`src/rtl/fp_accum_ctrl_if.sv`:
```
// rtl/fp_accum_ctrl_if.sv - handshake bundle for fp_accum_ctrl: operand input, adder request, result output, status
interface fp_accum_ctrl_if;
    logic        in_valid;
    logic        in_ready;
    logic [31:0] in_data;
    logic        in_last;

    logic        add_start;
    logic [31:0] add_a;
    logic [31:0] add_b;
    logic [31:0] add_sum;
    logic        add_done;

    logic        out_valid;
    logic        out_ready;
    logic [31:0] out_data;

    logic        busy;
    logic        err_timeout;

    // Accumulator side: consumes operands, requests adds, produces results.
    modport slave (
        input  in_valid, in_data, in_last,
        input  add_sum, add_done,
        input  out_ready,
        output in_ready,
        output add_start, add_a, add_b,
        output out_valid, out_data,
        output busy, err_timeout
    );

    // Environment side: operand producer, adder and result consumer.
    modport master (
        output in_valid, in_data, in_last,
        output add_sum, add_done,
        output out_ready,
        input  in_ready,
        input  add_start, add_a, add_b,
        input  out_valid, out_data,
        input  busy, err_timeout
    );
endinterface

```
`src/rtl/fp_accum_ctrl.sv`:
```
// rtl/fp_accum_ctrl.sv - packet accumulation sequencer driving an external start/done FP32 adder
module fp_accum_ctrl #(
    parameter int DEPTH   = 4,
    parameter int TIMEOUT = 64
) (
    input  logic           clk,
    input  logic           reset,
    fp_accum_ctrl_if.slave bus
);

    localparam int AW = $clog2(DEPTH);
    localparam int TW = $clog2(TIMEOUT);
    localparam logic [AW:0]    CNT_FULL = (AW+1)'(DEPTH);
    localparam logic [TW-1:0]  T_LAST   = TW'(TIMEOUT - 1);
    localparam logic [31:0]    QNAN     = 32'h7FC0_0000;

    typedef enum logic [2:0] {
        S_IDLE,
        S_NEXT,
        S_ISSUE,
        S_WAIT,
        S_DRAIN,
        S_OUT
    } state_t;

    state_t state, state_nx;

    // Operand FIFO: each entry carries the element and its end-of-packet flag.
    logic [31:0]   fifo_data [DEPTH];
    logic          fifo_last [DEPTH];
    logic [AW-1:0] wr_ptr;
    logic [AW-1:0] rd_ptr;
    logic [AW:0]   count;
    logic          fifo_empty;
    logic          fifo_full;
    logic          push;
    logic          pop;
    logic [31:0]   head_data;
    logic          head_last;

    // Accumulation state.
    logic [31:0]   acc,   acc_nx;
    logic [31:0]   opb,   opb_nx;
    logic          lastf, lastf_nx;
    logic [TW-1:0] timer, timer_nx;
    logic          err,   err_nx;
    logic          add_start_c;
    logic          out_valid_c;

    assign fifo_empty = (count == '0);
    assign fifo_full  = (count == CNT_FULL);
    assign push       = bus.in_valid && !fifo_full;
    assign head_data  = fifo_data[rd_ptr];
    assign head_last  = fifo_last[rd_ptr];

    // FIFO pointers and occupancy; a simultaneous push and pop leaves the count unchanged.
    always_ff @(posedge clk) begin
        if (reset) begin
            wr_ptr <= '0;
            rd_ptr <= '0;
            count  <= '0;
        end else begin
            if (push) begin
                wr_ptr <= wr_ptr + 1'b1;
            end
            if (pop) begin
                rd_ptr <= rd_ptr + 1'b1;
            end
            case ({push, pop})
                2'b10:   count <= count + 1'b1;
                2'b01:   count <= count - 1'b1;
                default: count <= count;
            endcase
        end
    end

    // FIFO storage; contents need no reset because occupancy gates every read.
    always_ff @(posedge clk) begin
        if (push) begin
            fifo_data[wr_ptr] <= bus.in_data;
            fifo_last[wr_ptr] <= bus.in_last;
        end
    end

    // State and accumulation registers.
    always_ff @(posedge clk) begin
        if (reset) begin
            state <= S_IDLE;
            acc   <= '0;
            opb   <= '0;
            lastf <= 1'b0;
            timer <= '0;
            err   <= 1'b0;
        end else begin
            state <= state_nx;
            acc   <= acc_nx;
            opb   <= opb_nx;
            lastf <= lastf_nx;
            timer <= timer_nx;
            err   <= err_nx;
        end
    end

    // Sequencer: load first element, chain one add per further element, publish the sum.
    always_comb begin
        state_nx    = state;
        acc_nx      = acc;
        opb_nx      = opb;
        lastf_nx    = lastf;
        timer_nx    = timer;
        err_nx      = err;
        pop         = 1'b0;
        add_start_c = 1'b0;
        out_valid_c = 1'b0;
        case (state)
            S_IDLE: begin
                if (!fifo_empty) begin
                    pop      = 1'b1;
                    acc_nx   = head_data;
                    state_nx = head_last ? S_OUT : S_NEXT;
                end
            end
            S_NEXT: begin
                if (!fifo_empty) begin
                    pop      = 1'b1;
                    opb_nx   = head_data;
                    lastf_nx = head_last;
                    state_nx = S_ISSUE;
                end
            end
            S_ISSUE: begin
                add_start_c = 1'b1;
                timer_nx    = '0;
                state_nx    = S_WAIT;
            end
            S_WAIT: begin
                timer_nx = timer + 1'b1;
                // A done still high from the previous add is ignored in the first WAIT cycle.
                if (bus.add_done && (timer != '0)) begin
                    acc_nx   = bus.add_sum;
                    state_nx = lastf ? S_OUT : S_NEXT;
                end else if (timer == T_LAST) begin
                    err_nx   = 1'b1;
                    acc_nx   = QNAN;
                    state_nx = lastf ? S_OUT : S_DRAIN;
                end
            end
            S_DRAIN: begin
                // Discard the rest of an aborted packet up to and including its last element.
                if (!fifo_empty) begin
                    pop = 1'b1;
                    if (head_last) begin
                        state_nx = S_OUT;
                    end
                end
            end
            S_OUT: begin
                out_valid_c = 1'b1;
                if (bus.out_ready) begin
                    state_nx = S_IDLE;
                end
            end
            default: begin
                state_nx = S_IDLE;
            end
        endcase
    end

    // acc and opb only change on WAIT exit or in NEXT, so the adder operands stay stable across the add.
    assign bus.in_ready    = !fifo_full;
    assign bus.add_start   = add_start_c;
    assign bus.add_a       = acc;
    assign bus.add_b       = opb;
    assign bus.out_valid   = out_valid_c;
    assign bus.out_data    = acc;
    assign bus.busy        = (state != S_IDLE) || !fifo_empty;
    assign bus.err_timeout = err;

endmodule

```
`src/flat_wrapper.sv`:
```
// flat-port wrapper written by rule: the top's interface ports become plain ports
module fp_accum_ctrl_flat 
#(
    parameter int DEPTH   = 4,
    parameter int TIMEOUT = 64
)
  (clk, reset, bus_in_valid, bus_in_data, bus_in_last, bus_add_sum, bus_add_done, bus_out_ready, bus_in_ready, bus_add_start, bus_add_a, bus_add_b, bus_out_valid, bus_out_data, bus_busy, bus_err_timeout);
  fp_accum_ctrl_if bus_i ();
  input  logic clk;
  input  logic reset;
  input wire logic [$bits(bus_i.in_valid)-1:0] bus_in_valid;
  input wire logic [$bits(bus_i.in_data)-1:0] bus_in_data;
  input wire logic [$bits(bus_i.in_last)-1:0] bus_in_last;
  input wire logic [$bits(bus_i.add_sum)-1:0] bus_add_sum;
  input wire logic [$bits(bus_i.add_done)-1:0] bus_add_done;
  input wire logic [$bits(bus_i.out_ready)-1:0] bus_out_ready;
  output wire logic [$bits(bus_i.in_ready)-1:0] bus_in_ready;
  output wire logic [$bits(bus_i.add_start)-1:0] bus_add_start;
  output wire logic [$bits(bus_i.add_a)-1:0] bus_add_a;
  output wire logic [$bits(bus_i.add_b)-1:0] bus_add_b;
  output wire logic [$bits(bus_i.out_valid)-1:0] bus_out_valid;
  output wire logic [$bits(bus_i.out_data)-1:0] bus_out_data;
  output wire logic [$bits(bus_i.busy)-1:0] bus_busy;
  output wire logic [$bits(bus_i.err_timeout)-1:0] bus_err_timeout;
  assign bus_i.in_valid = bus_in_valid;
  assign bus_i.in_data = bus_in_data;
  assign bus_i.in_last = bus_in_last;
  assign bus_i.add_sum = bus_add_sum;
  assign bus_i.add_done = bus_add_done;
  assign bus_i.out_ready = bus_out_ready;
  assign bus_in_ready = bus_i.in_ready;
  assign bus_add_start = bus_i.add_start;
  assign bus_add_a = bus_i.add_a;
  assign bus_add_b = bus_i.add_b;
  assign bus_out_valid = bus_i.out_valid;
  assign bus_out_data = bus_i.out_data;
  assign bus_busy = bus_i.busy;
  assign bus_err_timeout = bus_i.err_timeout;
  fp_accum_ctrl #(.DEPTH(DEPTH), .TIMEOUT(TIMEOUT)) u_core (.clk(clk), .reset(reset), .bus(bus_i));
endmodule
```
`config.mk`:
```
export PLATFORM = sky130hd
export DESIGN_NAME = fp_accum_ctrl_flat
export DESIGN_NICKNAME = d
export VERILOG_FILES = /design/src/rtl/fp_accum_ctrl_if.sv /design/src/rtl/fp_accum_ctrl.sv /design/src/flat_wrapper.sv
export SDC_FILE = /design/constraint.sdc
export NUM_CORES = 1
export LEC_CHECK = 0
export ABC_CLOCK_PERIOD_IN_PS = 3000
export BUFFER_PORTS_ARGS = -buffer_cell sky130_fd_sc_hd__buf_2
export CAP_MARGIN = 20
export CORE_MARGIN = 5
export CORE_UTILIZATION = 45
export CTS_BUF_LIST = sky130_fd_sc_hd__clkbuf_4 sky130_fd_sc_hd__clkbuf_8 sky130_fd_sc_hd__clkbuf_16
export CTS_CLUSTER_SIZE = 28
export DETAILED_ROUTE_END_ITERATION = 12
export PLACE_DENSITY_LB_ADDON = 0.08
export REMOVE_ABC_BUFFERS = 1
export SLEW_MARGIN = 30
export SYNTH_ARGS = -nofsm -noshare
export SYNTH_HDL_FRONTEND = slang
export SYNTH_SLANG_ARGS = --single-unit
```
`constraint.sdc`:
```
create_clock -name clk -period 3 [get_ports clk]
set_input_delay 0.6 -clock clk [delete_from_list [all_inputs] [get_ports clk]]
set_output_delay 0.6 -clock clk [all_outputs]
set_load 0.1 [all_outputs]
```
==> results of run 1 <==
## registers in the layout, indices dropped and copies added (netlist names), named ones only
| register | count |
|---|---|
| u_core.fifo_data | 128 |
| u_core.bus.add_a | 32 |
| u_core.state | 3 |
| u_core.rd_ptr | 2 |
| u_core.count | 3 |
| u_core.lastf | 1 |
| u_core.bus.err_timeout | 1 |
| u_core.wr_ptr | 2 |
| u_core.bus.add_b | 32 |
| u_core.timer | 6 |
| u_core.fifo_last | 4 |
## critical path, cell delays in order (launching register included)
cell and delay, ps:
sky130_fd_sc_hd__dfxtp_1 670, sky130_fd_sc_hd__nand2b_1 180, sky130_fd_sc_hd__nor2_1 110, sky130_fd_sc_hd__buf_2 430
## layer usage
metal / routed length [um] / vias to the layer above / GRT usage
met5: 55 / - / 0
met4: 263 / 8 / 0.04018
met3: 1156 / 29 / 0.04022
met2: 9870 / 168 / 0.3017
met1: 8088 / 2708 / 0.2260
li1: - / 2594 / -
## worst paths after layout
kind / from / end / slack (ps) / depth (start not counted)
worst min register to register: u_core.bus.add_b[29] / u_core.bus.add_b[29] / 450 / 2
worst min-delay path: bus_in_data[23] / u_core.fifo_data[3][23] / 320 / 1
worst max-delay path: u_core.state[0] / bus_out_valid / 520 / 3
worst max register to register: u_core.state[0] / u_core.count[2] / 570 / 7
## cell type report
| type | count | area (um^2) |
|---|---|---|
| sequential | 216 | 5648 |
| tap | 234 | 292.8 |
| inverter | 9 | 33.78 |
| fill | 1582 | 8468 |
| timing repair buffer | 186 | 985.9 |
| clock buffer | 24 | 600.6 |
| multi-input combinational | 335 | 2501 |
| clock inverter | 17 | 237.7 |
## power breakdown
group	switching, mW	internal (mW)	total (mW)	leakage (nW)
registers	0.287	3.64	3.93	1.89
logic	4.15	1.12	5.28	1.58
clock network	1.15	1.90	3.05	0.396
total	5.59	6.66	12.3	3.87
## cells by family (layout without fill, tap and decap cells)
logic type      Yosys count  count (layout)  share of synthesized area
simple gates            158             158                    0.08305
fa+ha+maj                 8               8                    0.01249
xor+xnor                  6               6                   0.006100
compound gates          129             129                    0.09946
mux                      34              34                    0.08741
buf+inv                  82             236                    0.05634
flops                   216             216                     0.6551
## placed cells by master (no fill, tap or decap), drive strengths merged, types with 4 or more instances in the layout
cell type / count
clkinvlp: 5
a22oi: 25
a211oi: 24
o221ai: 9
clkinv: 5
edfxtp: 132
dfxtp: 84
a21oi: 52
nand2b: 12
o21ai: 10
and3: 4
mux4: 33
nand3: 6
nor2: 43
buf: 186
inv: 11
ha: 7
bufinv: 5
clkbuf: 24
nand2: 79
nor3: 4
## stage by stage
stage,instances,area [um^2],hold WS (ps)
after floorplan,560,8165,437.0
after global placement,980,9462,439.9
after detailed placement,980,9462,444.6
after CTS,1021,10300,292.3
after global routing,1021,10300,293.5
final,1021,10300,319.7
## cell usage after synthesis, drive strengths merged, types with 10 or more instances
master,instances
clkbuf,25
a22oi,25
a211oi,24
a21oi,52
nor2,43
buf,48
nand2b,12
edfxtp,132
nand2,79
o21ai,10
dfxtp,84
mux4,33
==> PnR_summary.wiki, run 1 <==
{| class="wikitable"
! Metric !! Value
|-
| Outcome || finished clean
|-
| Count of endpoints failing setup in the final report || 0
|-
| CTS tree || built
|-
| Total DRC errors in the routed layout || 0
|-
| Hold Violations, Final || 0
|-
| Die outline area || 22020 um^2
|-
| Proportion of synthesized chip area in sequential cells || 0.6551
|-
| Maximum vdd drop || 0.8404 mV
|-
| Number of routed nets with antenna violations || 0
|-
| Pre-antenna DRT Iters || 5
|-
| Clock-pin slew on the worst setup and hold paths || 60 ps
|-
| Main area contributors after synthesis || sky130_fd_sc_hd__edfxtp_1, sky130_fd_sc_hd__dfxtp_1, sky130_fd_sc_hd__mux4_2, sky130_fd_sc_hd__nand2_1, sky130_fd_sc_hd__buf_4
|-
| Post-CTS Setup Inserts || 0
|-
| Post-route worst setup slack || 521.2 ps
|-
| Arr. time, crit path || 1880 ps
|-
| Weighted congestion at the end of routability-driven global placement || 0.7363
|-
| Main synth FF type || sky130_fd_sc_hd__edfxtp_1
|-
| Library cells used by synthesis || 43
|-
| # H-tree levels || 1
|-
| Start-to-end type of the worst setup path || reg2out
|-
| Combined area of all synthesized cells || about 8600 um^2
|-
| Category of the worst setup path launch point || flip-flop
|-
| Path category of the worst min-delay check || in2reg
|-
| Clock buffers created by TritonCTS || 23
|-
| Inserted Diodes || 0
|-
| Dominant cell type by area after synthesis || sky130_fd_sc_hd__edfxtp_1
|-
| Fin Clk Skew || between 15 and 20 ps
|-
| Wire length after detailed routing || 19.43 mm
|-
| Die extent in y || between 100 and 150 um
|-
| CP Capture Type || output port
|-
| Worst-skew pair later-pin latency || 490 ps
|-
| Transition at the pin with the smallest max-transition slack || 843.5 ps
|-
| Total Routing Usage GR || 0.1747
|-
| Area growth, synth to finish || 19.53%
|-
| Routed via count || 5507
|-
| Sink Count || about 220
|-
| Final critical path time including I/O delays and setup || 2479 ps
|-
| Width of the chip || 148.4 um
|-
| Critical path required time || about 2400 ps
|-
| CTS hold repair buffers || 0
|-
| Cell area power density || about 1200 nW/um^2
|-
| Root Driver || sky130_fd_sc_hd__clkbuf_16
|-
| Slew HR || 0.4376
|-
| Critical-path maximum fanout || 18
|-
| Maximum number of pins on one net before global-route repair || 44
|-
| Layout cells sized above 1 || 0.3596
|-
| Leakage || 3.869 nW
|-
| Number of slew-limit violations in the final report || 0
|-
| Sum of internal, switching and leakage power || around 12 mW
|-
| Fraction of synthesis flops using an asynchronous set or reset pin || 0
|-
| Maximum root-to-sink buffer count || 3
|-
| Setup Slack @ Placement || approximately 570 ps
|-
| Wire length of the first global-routing pass || 30.50 mm
|-
| Syn avg cell area || 13.61 um^2
|-
| Number of enable flip-flop cells after synthesis || 132
|-
| Share of the clock period used by the worst path after layout || 0.8263
|-
| Number of global-route vias before repair || about 5600
|-
| Via density per instance || 5.394
|-
| RSZ-0062 raised after global routing || false
|-
| Detailed placement HPWL || 12.65 mm
|-
| Yosys Warn Count || 0
|-
| # port buffers || 170
|-
| Share of the core filled with cells || 0.5488
|-
| Resized Gates After CTS || 0
|-
| Number of antenna violations at the first check in global routing || 4
|-
| Placement Rows || 50
|-
| Final TNS setup || 0 ps
|-
| Floorplan Core Area || 18770 um^2
|-
| Cell count after synthesis || about 630
|-
| Timing-limited maximum frequency || slightly above 400 MHz
|-
| WL/cell || approximately 19 um
|-
| Starting density of the core || 0.4591
|-
| Fraction of synthesized cell area taken by the top area cell type || 0.4600
|-
| Final Net Count || 849
|-
| MaxCap Viol Count || 0
|-
| Number of I/O pins || 171
|-
| Drt initial violations || 282
|-
| Global route total overflow || 0
|-
| FF+latch count, synth || 216
|}
No activity file was read; power rests on OpenSTA's default activity.
==> inputs of run 2 (changes only) <==
ABC_AREA = 1   (was not set)
ABC_CLOCK_PERIOD_IN_PS = 2300   (was 3000)
clock period = 2.3 ns   (was 3 ns; I/O delays follow)
==> run 2 against run 1 <==
Compared with the run above:
- final cell count grew 37%
- first-iteration DRC count increased by 20%
- critical path type unchanged
- worst setup slack got worse by 400 ps
- non-clock buffer count rose by 10
- worst hold slack worse by 160 ps
- largest cell class unchanged
- sequential cell count unchanged
==> PnR_summary.wiki, run 2 <==
{| class="wikitable"
! Metric !! Value
|-
| Root Driver || sky130_fd_sc_hd__clkbuf_16
|-
| Fraction of synthesized cell area taken by the top area cell type || 0.4359 (-0.02411)
|-
| Count of endpoints failing setup in the final report || 0 (unchanged)
|-
| Critical-path maximum fanout || 7 (-11)
|-
| Outcome || finished clean
|-
| Number of I/O pins || 171 (unchanged)
|-
| Register-to-Register Path Depth || 12 (+5)
|-
| Critical path's most frequent cell || sky130_fd_sc_hd__nor2_2
|-
| # port buffers || 170 (unchanged)
|-
| Fin Clk Skew || 8.404 ps (-8.601 ps)
|-
| Die outline area || 23150 um^2 (+5.2%)
|-
| MaxCap Viol Count || 0 (unchanged)
|-
| Hold_sp || bus_in_data[14]
|-
| Leading cell types in the layout, fill and taps excluded || sky130_fd_sc_hd__nand2_1, sky130_fd_sc_hd__buf_2, sky130_fd_sc_hd__edfxtp_1
|-
| Share of the clock period used by the worst path after layout || 0.9464
|-
| Yosys Warn Count || 0 (unchanged)
|-
| Post-CTS Setup Inserts || 0 (unchanged)
|-
| Detailed placement HPWL || 13.23 mm (+4.6%)
|-
| Layout cells sized above 1 || 0.2246 (-0.1350)
|-
| Final Cell Area || 10960 um^2 (+6.4%)
|-
| Wire length of the first global-routing pass || 33.88 mm (+11%)
|-
| Reg-to-Reg Start || u_core.state[0]
|-
| Category of the worst setup path launch point || flip-flop
|-
| Total DRC errors in the routed layout || 0 (unchanged)
|-
| Arr. time, crit path || 1720 ps (-160 ps)
|-
| Placement Rows || 52 (+4.0%)
|-
| WL/cell || 14.76 um (-22%)
|-
| Main synth FF type || sky130_fd_sc_hd__edfxtp_1
|-
| Clock-pin slew on the worst setup and hold paths || 60 ps (about the same)
|-
| Number of antenna violations at the first check in global routing || 3 (-1)
|-
| Number of enable flip-flop cells after synthesis || 132 (unchanged)
|-
| FF+latch count, synth || 216 (unchanged)
|-
| CTS tree || built
|-
| Via density per instance || 4.783 (-11%)
|-
| Drt initial violations || 338 (+20%)
|-
| Maximum root-to-sink buffer count || 3 (unchanged)
|-
| Dominant cell type by area after synthesis || sky130_fd_sc_hd__edfxtp_1
|-
| Global route total overflow || 0 (unchanged)
|-
| Number of routed nets with antenna violations || 0 (unchanged)
|-
| Sink Count || 216 (unchanged)
|-
| Hold Violations, Final || 0 (unchanged)
|-
| Number of flip-flops in the largest register || 128 (unchanged)
|-
| Pre-antenna DRT Iters || 4 (-1)
|-
| R2r setup slk || 250 ps (-320 ps)
|-
| Cell count after synthesis || 975 (+54%)
|-
| Most instantiated library cell after synthesis || sky130_fd_sc_hd__nand2_1
|-
| Number of slew-limit violations in the final report || 0 (unchanged)
|-
| CP Capture Type || output port
|-
| Wire length after detailed routing || 20.68 mm (+6.4%)
|-
| End of the worst register-to-register path || u_core.count[2]
|-
| Die extent in y || 152.2 um (+2.5%)
|-
| Share of the core filled with cells || 0.5469 (-0.001909)
|-
| Start-to-end type of the worst setup path || reg2out
|-
| Library cells used by synthesis || 24 (-44%)
|-
| Weighted congestion at the end of routability-driven global placement || 0.7955 (+8.0%)
|-
| Post-detailed-placement cell area || 10070 um^2 (+6.4%)
|-
| Area growth, synth to finish || 20.52%
|-
| Worst-skew pair later-pin latency || 510 ps (+20 ps)
|-
| Main area contributors after synthesis || sky130_fd_sc_hd__edfxtp_1, sky130_fd_sc_hd__dfxtp_1, sky130_fd_sc_hd__nand2_1, sky130_fd_sc_hd__nand3_1, sky130_fd_sc_hd__o21ai_0
|-
| Final Net Count || 1191 (+40%)
|-
| Path category of the worst min-delay check || in2reg
|-
| Clock buffers created by TritonCTS || 24 (+4.3%)
|-
| Width of the chip || 152.2 um (+2.5%)
|-
| Leading cell type in the layout, fill and taps excluded || sky130_fd_sc_hd__nand2_1
|-
| Master of the slowest instance on the critical path || sky130_fd_sc_hd__dfxtp_1
|-
| Proportion of synthesized chip area in sequential cells || 0.6208 (-0.03434)
|-
| Total Routing Usage GR || 0.1759 (+0.001175)
|-
| Terminating pin of the worst hold path || u_core.fifo_data[3][14]
|-
| Peak per-stage delay on the critical path || 440 ps (-230 ps)
|-
| Routed via count || 6701 (+22%)
|-
| Final TNS setup || 0 ps (unchanged)
|-
| Post-synth top cells || sky130_fd_sc_hd__nand2_1, sky130_fd_sc_hd__edfxtp_1, sky130_fd_sc_hd__nand3_1
|-
| Starting density of the core || 0.4538 (-0.005337)
|-
| Worst Hold Path Cells || 1 (unchanged)
|-
| # H-tree levels || 1 (unchanged)
|-
| Fraction of synthesis flops using an asynchronous set or reset pin || 0 (unchanged)
|-
| Timing-limited maximum frequency || 459.4 MHz
|-
| Register name with the most flops || u_core.fifo_data
|-
| Critical path required time || 1840 ps (-560 ps)
|-
| CTS hold repair buffers || 0 (unchanged)
|-
| Slew HR || 0.6726 (+0.2349)
|-
| Syn avg cell area || 9.327 um^2 (-31%)
|-
| Inserted Diodes || 0 (unchanged)
|-
| Number of global-route vias before repair || 6445 (+15%)
|-
| Transition at the pin with the smallest max-transition slack || 494.5 ps (-349.0 ps)
|-
| List of cells traversed by the critical path || nor2_2, inv_2, nor2_2, nand2_2, buf_2
|-
| Floorplan Core Area || 20040 um^2 (+6.8%)
|-
| Final critical path time including I/O delays and setup || 2177 ps
|-
| Combined area of all synthesized cells || 9094 um^2 (+5.5%)
|-
| Maximum number of pins on one net before global-route repair || 67 (+52%)
|}
==> run 2: per-layer routing <==
metal  track usage  vias to the layer above  share of wire
li1              -                     3462              -
met1        0.2349                     3041           0.46
met2        0.2957                      158           0.46
met3       0.04005                       34          0.060
met4       0.03810                        6          0.016
met5             0                        -         0.0018
==> run 2: cell families (layout without fill, tap and decap cells) <==
group | count (synthesis) | in the layout | share of synthesized area
buffers and inverters | 151 | 307 | 0.08420
adder cells (fa/ha/maj) | 8 | 8 | 0.01183
AO/OA/AOI/OAI | 124 | 124 | 0.07100
AND/OR/NAND/NOR | 476 | 476 | 0.2122
flip-flops | 216 | 216 | 0.6208
==> run 2: what timing repair did <==
| action | 4_1_cts | 5_1_grt |
|---|---|---|
| resized for setup | 2 | 2 |
| pin swaps | 0 | 0 |
| setup endpoints to repair | 2 | 2 |
| endpoints found under the hold margin | 0 | 0 |
==> run 2: how the worst max path moves through the flow <==
stage | start | end | slack [ps] | depth (start not counted)
global placement | u_core.state[0] | u_core.count[2] | 310 | 12
detailed placement | u_core.state[2] | u_core.count[2] | 290 | 12
finish | u_core.state[0] | bus_busy | 120 | 5
CTS | u_core.state[1] | bus_add_start | 70 | 5
floorplan | u_core.count[1] | u_core.fifo_data[0][0] | -1120 | 4
global route | u_core.state[1] | bus_add_start | -6 | 5
==> run 2: through the flow <==
step	instances	setup slack [ps]	hold WS, ps
CTS	1401	70.44	143.9
finish	1401	123.2	163.0
detailed placement	1357	289.5	444.4
floorplan	891	-1121	440.5
global route	1401	-6.223	146.7
global placement	1357	309.6	434.6
==> run 2: cell type report <==
type                       instances  area [um^2]
tap                              270        337.8
fill                            1884         9080
clock buffer                      32        713.2
clock inverter                    12        167.7
timing repair buffer             196         1121
multi-input combinational        608         2720
inverter                          67        251.5
sequential                       216         5648
==> run 2: critical path, delay by kind of cell, from the launching register on <==
family	cells	cell delay (ps)
AND/OR/NAND/NOR	3	260
buffers and inverters	2	520
flip-flops	1	440
Power of run 2 is not shown: default switching activity piles up to over one toggle a cycle in this logic, so the estimate is an artifact.
==> inputs of run 3 (changes only) <==
BUFFER_PORTS_ARGS = -buffer_cell sky130_fd_sc_hd__buf_4   (was -buffer_cell sky130_fd_sc_hd__buf_2)
==> run 3 against run 2 <==
Compared with the run above:
- routed wire length decreased by 0.97%
- via count grew 0.30%
- first-iteration DRC count decreased by 14%
- clock-buffer cell count fell by 1
- non-clock buffer count down 4
- final cell count decreased by 0.29%
- sequential share of layout area shrank 1.7 points
- clock skew grew 5.2 ps
==> PnR_summary.wiki, run 3 (synthesis results as in run 2) <==
{| class="wikitable"
! Metric !! Value
|-
| Via density per instance || 4.811 (+0.59%)
|-
| Width of the chip || 152.2 um (unchanged)
|-
| Inserted Diodes || 0 (unchanged)
|-
| Root Driver || sky130_fd_sc_hd__clkbuf_16
|-
| Timing-limited maximum frequency || 461.4 MHz (+0.44%)
|-
| Die extent in y || 152.2 um (unchanged)
|-
| Setup crit start || u_core.state[2]
|-
| Slew HR || 0.6694 (-0.003149)
|-
| Sink Count || 216 (unchanged)
|-
| Number of routed nets with antenna violations || 0 (unchanged)
|-
| Total DRC errors in the routed layout || 0 (unchanged)
|-
| Final critical path time including I/O delays and setup || 2167 ps (-9.598 ps)
|-
| CP Capture Type || output port
|-
| Leading cell types in the layout, fill and taps excluded || sky130_fd_sc_hd__nand2_1, sky130_fd_sc_hd__buf_4, sky130_fd_sc_hd__edfxtp_1
|-
| Reg-to-Reg Start || u_core.state[0]
|-
| Placement Rows || 52 (unchanged)
|-
| Final Net Count || 1187 (-0.34%)
|-
| Critical path required time || 1840 ps (about the same)
|-
| Global route total overflow || 0 (unchanged)
|-
| Endpoint of the most critical setup path || bus_out_valid
|-
| Category of the worst setup path launch point || flip-flop
|-
| Number of antenna violations at the first check in global routing || 0 (-3)
|-
| Maximum vdd drop || between 0.9 and 1 mV
|-
| RSZ-0062 raised after global routing || false
|-
| Clock-pin slew on the worst setup and hold paths || 60 ps (about the same)
|-
| Uppermost signal routing layer after detailed routing || met4
|-
| Clock buffers created by TritonCTS || 24 (unchanged)
|-
| MaxCap Viol Count || 0 (unchanged)
|-
| Post-CTS Setup Inserts || 0 (unchanged)
|-
| Maximum root-to-sink buffer count || 3 (unchanged)
|-
| Leading cell type in the layout, fill and taps excluded || sky130_fd_sc_hd__nand2_1
|-
| R2r setup slk || 290 ps (+40 ps)
|-
| Wire length after detailed routing || 20.48 mm (-0.97%)
|-
| Share of the clock period used by the worst path after layout || 0.9423 (-0.004173)
|-
| Worst-skew pair later-pin latency || 510 ps (about the same)
|-
| WL/cell || 14.66 um (-0.69%)
|-
| Transition at the pin with the smallest max-transition slack || 495.8 ps (+1.322 ps)
|-
| # port buffers || 170 (unchanged)
|-
| Number of global-route vias before repair || 6375 (-1.1%)
|-
| Weighted congestion at the end of routability-driven global placement || 0.7823 (-1.7%)
|-
| Drt initial violations || 290 (-14%)
|-
| DRT met1 WL || 9.155 mm (-3.3%)
|-
| Detailed placement HPWL || 12.75 mm (-3.7%)
|-
| Outcome || finished clean
|-
| Post-route worst setup slack || 132.8 ps (+9.598 ps)
|-
| Setup Slack @ Placement || 305.6 ps (+16.05 ps)
|-
| Layout cells sized above 1 || 0.2227 (-0.001865)
|-
| Critical-path maximum fanout || 6 (-1)
|-
| Register-to-Register Path Depth || 12 (unchanged)
|-
| # H-tree levels || 1 (unchanged)
|-
| Wire length of the first global-routing pass || 33.29 mm (-1.8%)
|-
| Routed via count || 6721 (+0.30%)
|-
| Count of endpoints failing setup in the final report || 0 (unchanged)
|-
| Arr. time, crit path || 1710 ps (about the same)
|-
| Floorplan Core Area || 20040 um^2 (unchanged)
|-
| Met3 Routed Length || 1.310 mm (+6.1%)
|-
| Number of slew-limit violations in the final report || 0 (unchanged)
|-
| Fin Clk Skew || 13.59 ps (+5.182 ps)
|-
| Register name with the most flops || u_core.fifo_data
|-
| CTS tree || built
|-
| Total Routing Usage GR || 0.1730 (-0.002962)
|-
| Path category of the worst min-delay check || in2reg
|-
| Leakage || 4.834 nW
|-
| Share of the core filled with cells || 0.5661 (+0.01917)
|-
| Filler Cell Count || 1822 (-3.3%)
|-
| Met2 wire len || 9.583 mm (-0.32%)
|-
| Pre-antenna DRT Iters || 4 (unchanged)
|-
| Number of I/O pins || 171 (unchanged)
|-
| Hold Violations, Final || 0 (unchanged)
|-
| Start-to-end type of the worst setup path || reg2out
|-
| End of the worst register-to-register path || u_core.count[2]
|-
| Area growth, synth to finish || 24.74%
|-
| Cell area power density || approximately 1600 nW/um^2
|-
| Maximum number of pins on one net before global-route repair || 79 (+18%)
|-
| Final hold slack || 150.1 ps (-12.91 ps)
|-
| Starting density of the core || 0.4538 (unchanged)
|-
| Die outline area || 23150 um^2 (unchanged)
|-
| Final TNS setup || 0 ps (unchanged)
|-
| Number of flip-flops in the largest register || 128 (unchanged)
|}
## run 3: cell count changes in the layout (fill, tap and decap cells not counted), sizes merged
cell	before	now
clkinv	8	9
clkbuf	32	31
buf	196	192
## run 3: worst min path at each step
stage,cells past startpoint,start,slack [ps],to
6_report,1,bus_in_data[14],150,u_core.fifo_data[0][14]
5_1_grt,1,bus_in_data[23],120,u_core.fifo_data[3][23]
4_1_cts,1,bus_in_data[14],120,u_core.fifo_data[1][14]
3_5_place_dp,2,u_core.bus.err_timeout,450,u_core.bus.err_timeout
3_3_place_gp,2,u_core.rd_ptr[1],440,flip-flop
2_1_floorplan,2,u_core.rd_ptr[1],440,flip-flop
## run 3: through the flow
stage | instances | cell area (um^2) | power (mW)
floorplan | 891 | 8579 | 12.10
global placement | 1353 | 10500 | 14.22
detailed placement | 1353 | 10500 | 14.28
CTS | 1397 | 11340 | 18.31
global route | 1397 | 11340 | 19.18
finish | 1397 | 11340 | 18.13
## run 3: layer usage
layer  vias up  track usage
li1       3441            -
met1      3089       0.2328
met2       164       0.2887
met3        27      0.03692
met4         0      0.04110
met5         -            0
## run 3: report_power, final
part / internal (mW) / switching [mW] / leakage (nW) / total (mW)
clock: 2.52 / 1.46 / 0.423 / 3.98
combinational: 2.01 / 6.95 / 2.51 / 8.96
sequential: 4.81 / 0.384 / 1.90 / 5.19
## run 3: worst max-delay path, cell delays in order, from the launching register on
cell                      delay, ps
sky130_fd_sc_hd__dfxtp_1        460
sky130_fd_sc_hd__inv_1          110
sky130_fd_sc_hd__nor3_1         280
sky130_fd_sc_hd__buf_4          350
## run 3: what timing repair did
| item | 4_1_cts | 5_1_grt |
|---|---|---|
| resized for setup | 0 | 2 |
| hold buffers | 0 | 0 |
| setup endpoints to repair | 0 | 1 |
## run 3: area by class of cell
cell class | count | area, um^2 | area share
clock inverter | 13 | 161.4 | 0.01423
sequential | 216 | 5648 | 0.4979
tap | 270 | 337.8 | 0.02978
multi-input combinational | 608 | 2723 | 0.2400
timing repair buffer | 192 | 1545 | 0.1362
inverter | 67 | 251.5 | 0.02217
clock buffer | 31 | 676.9 | 0.05967
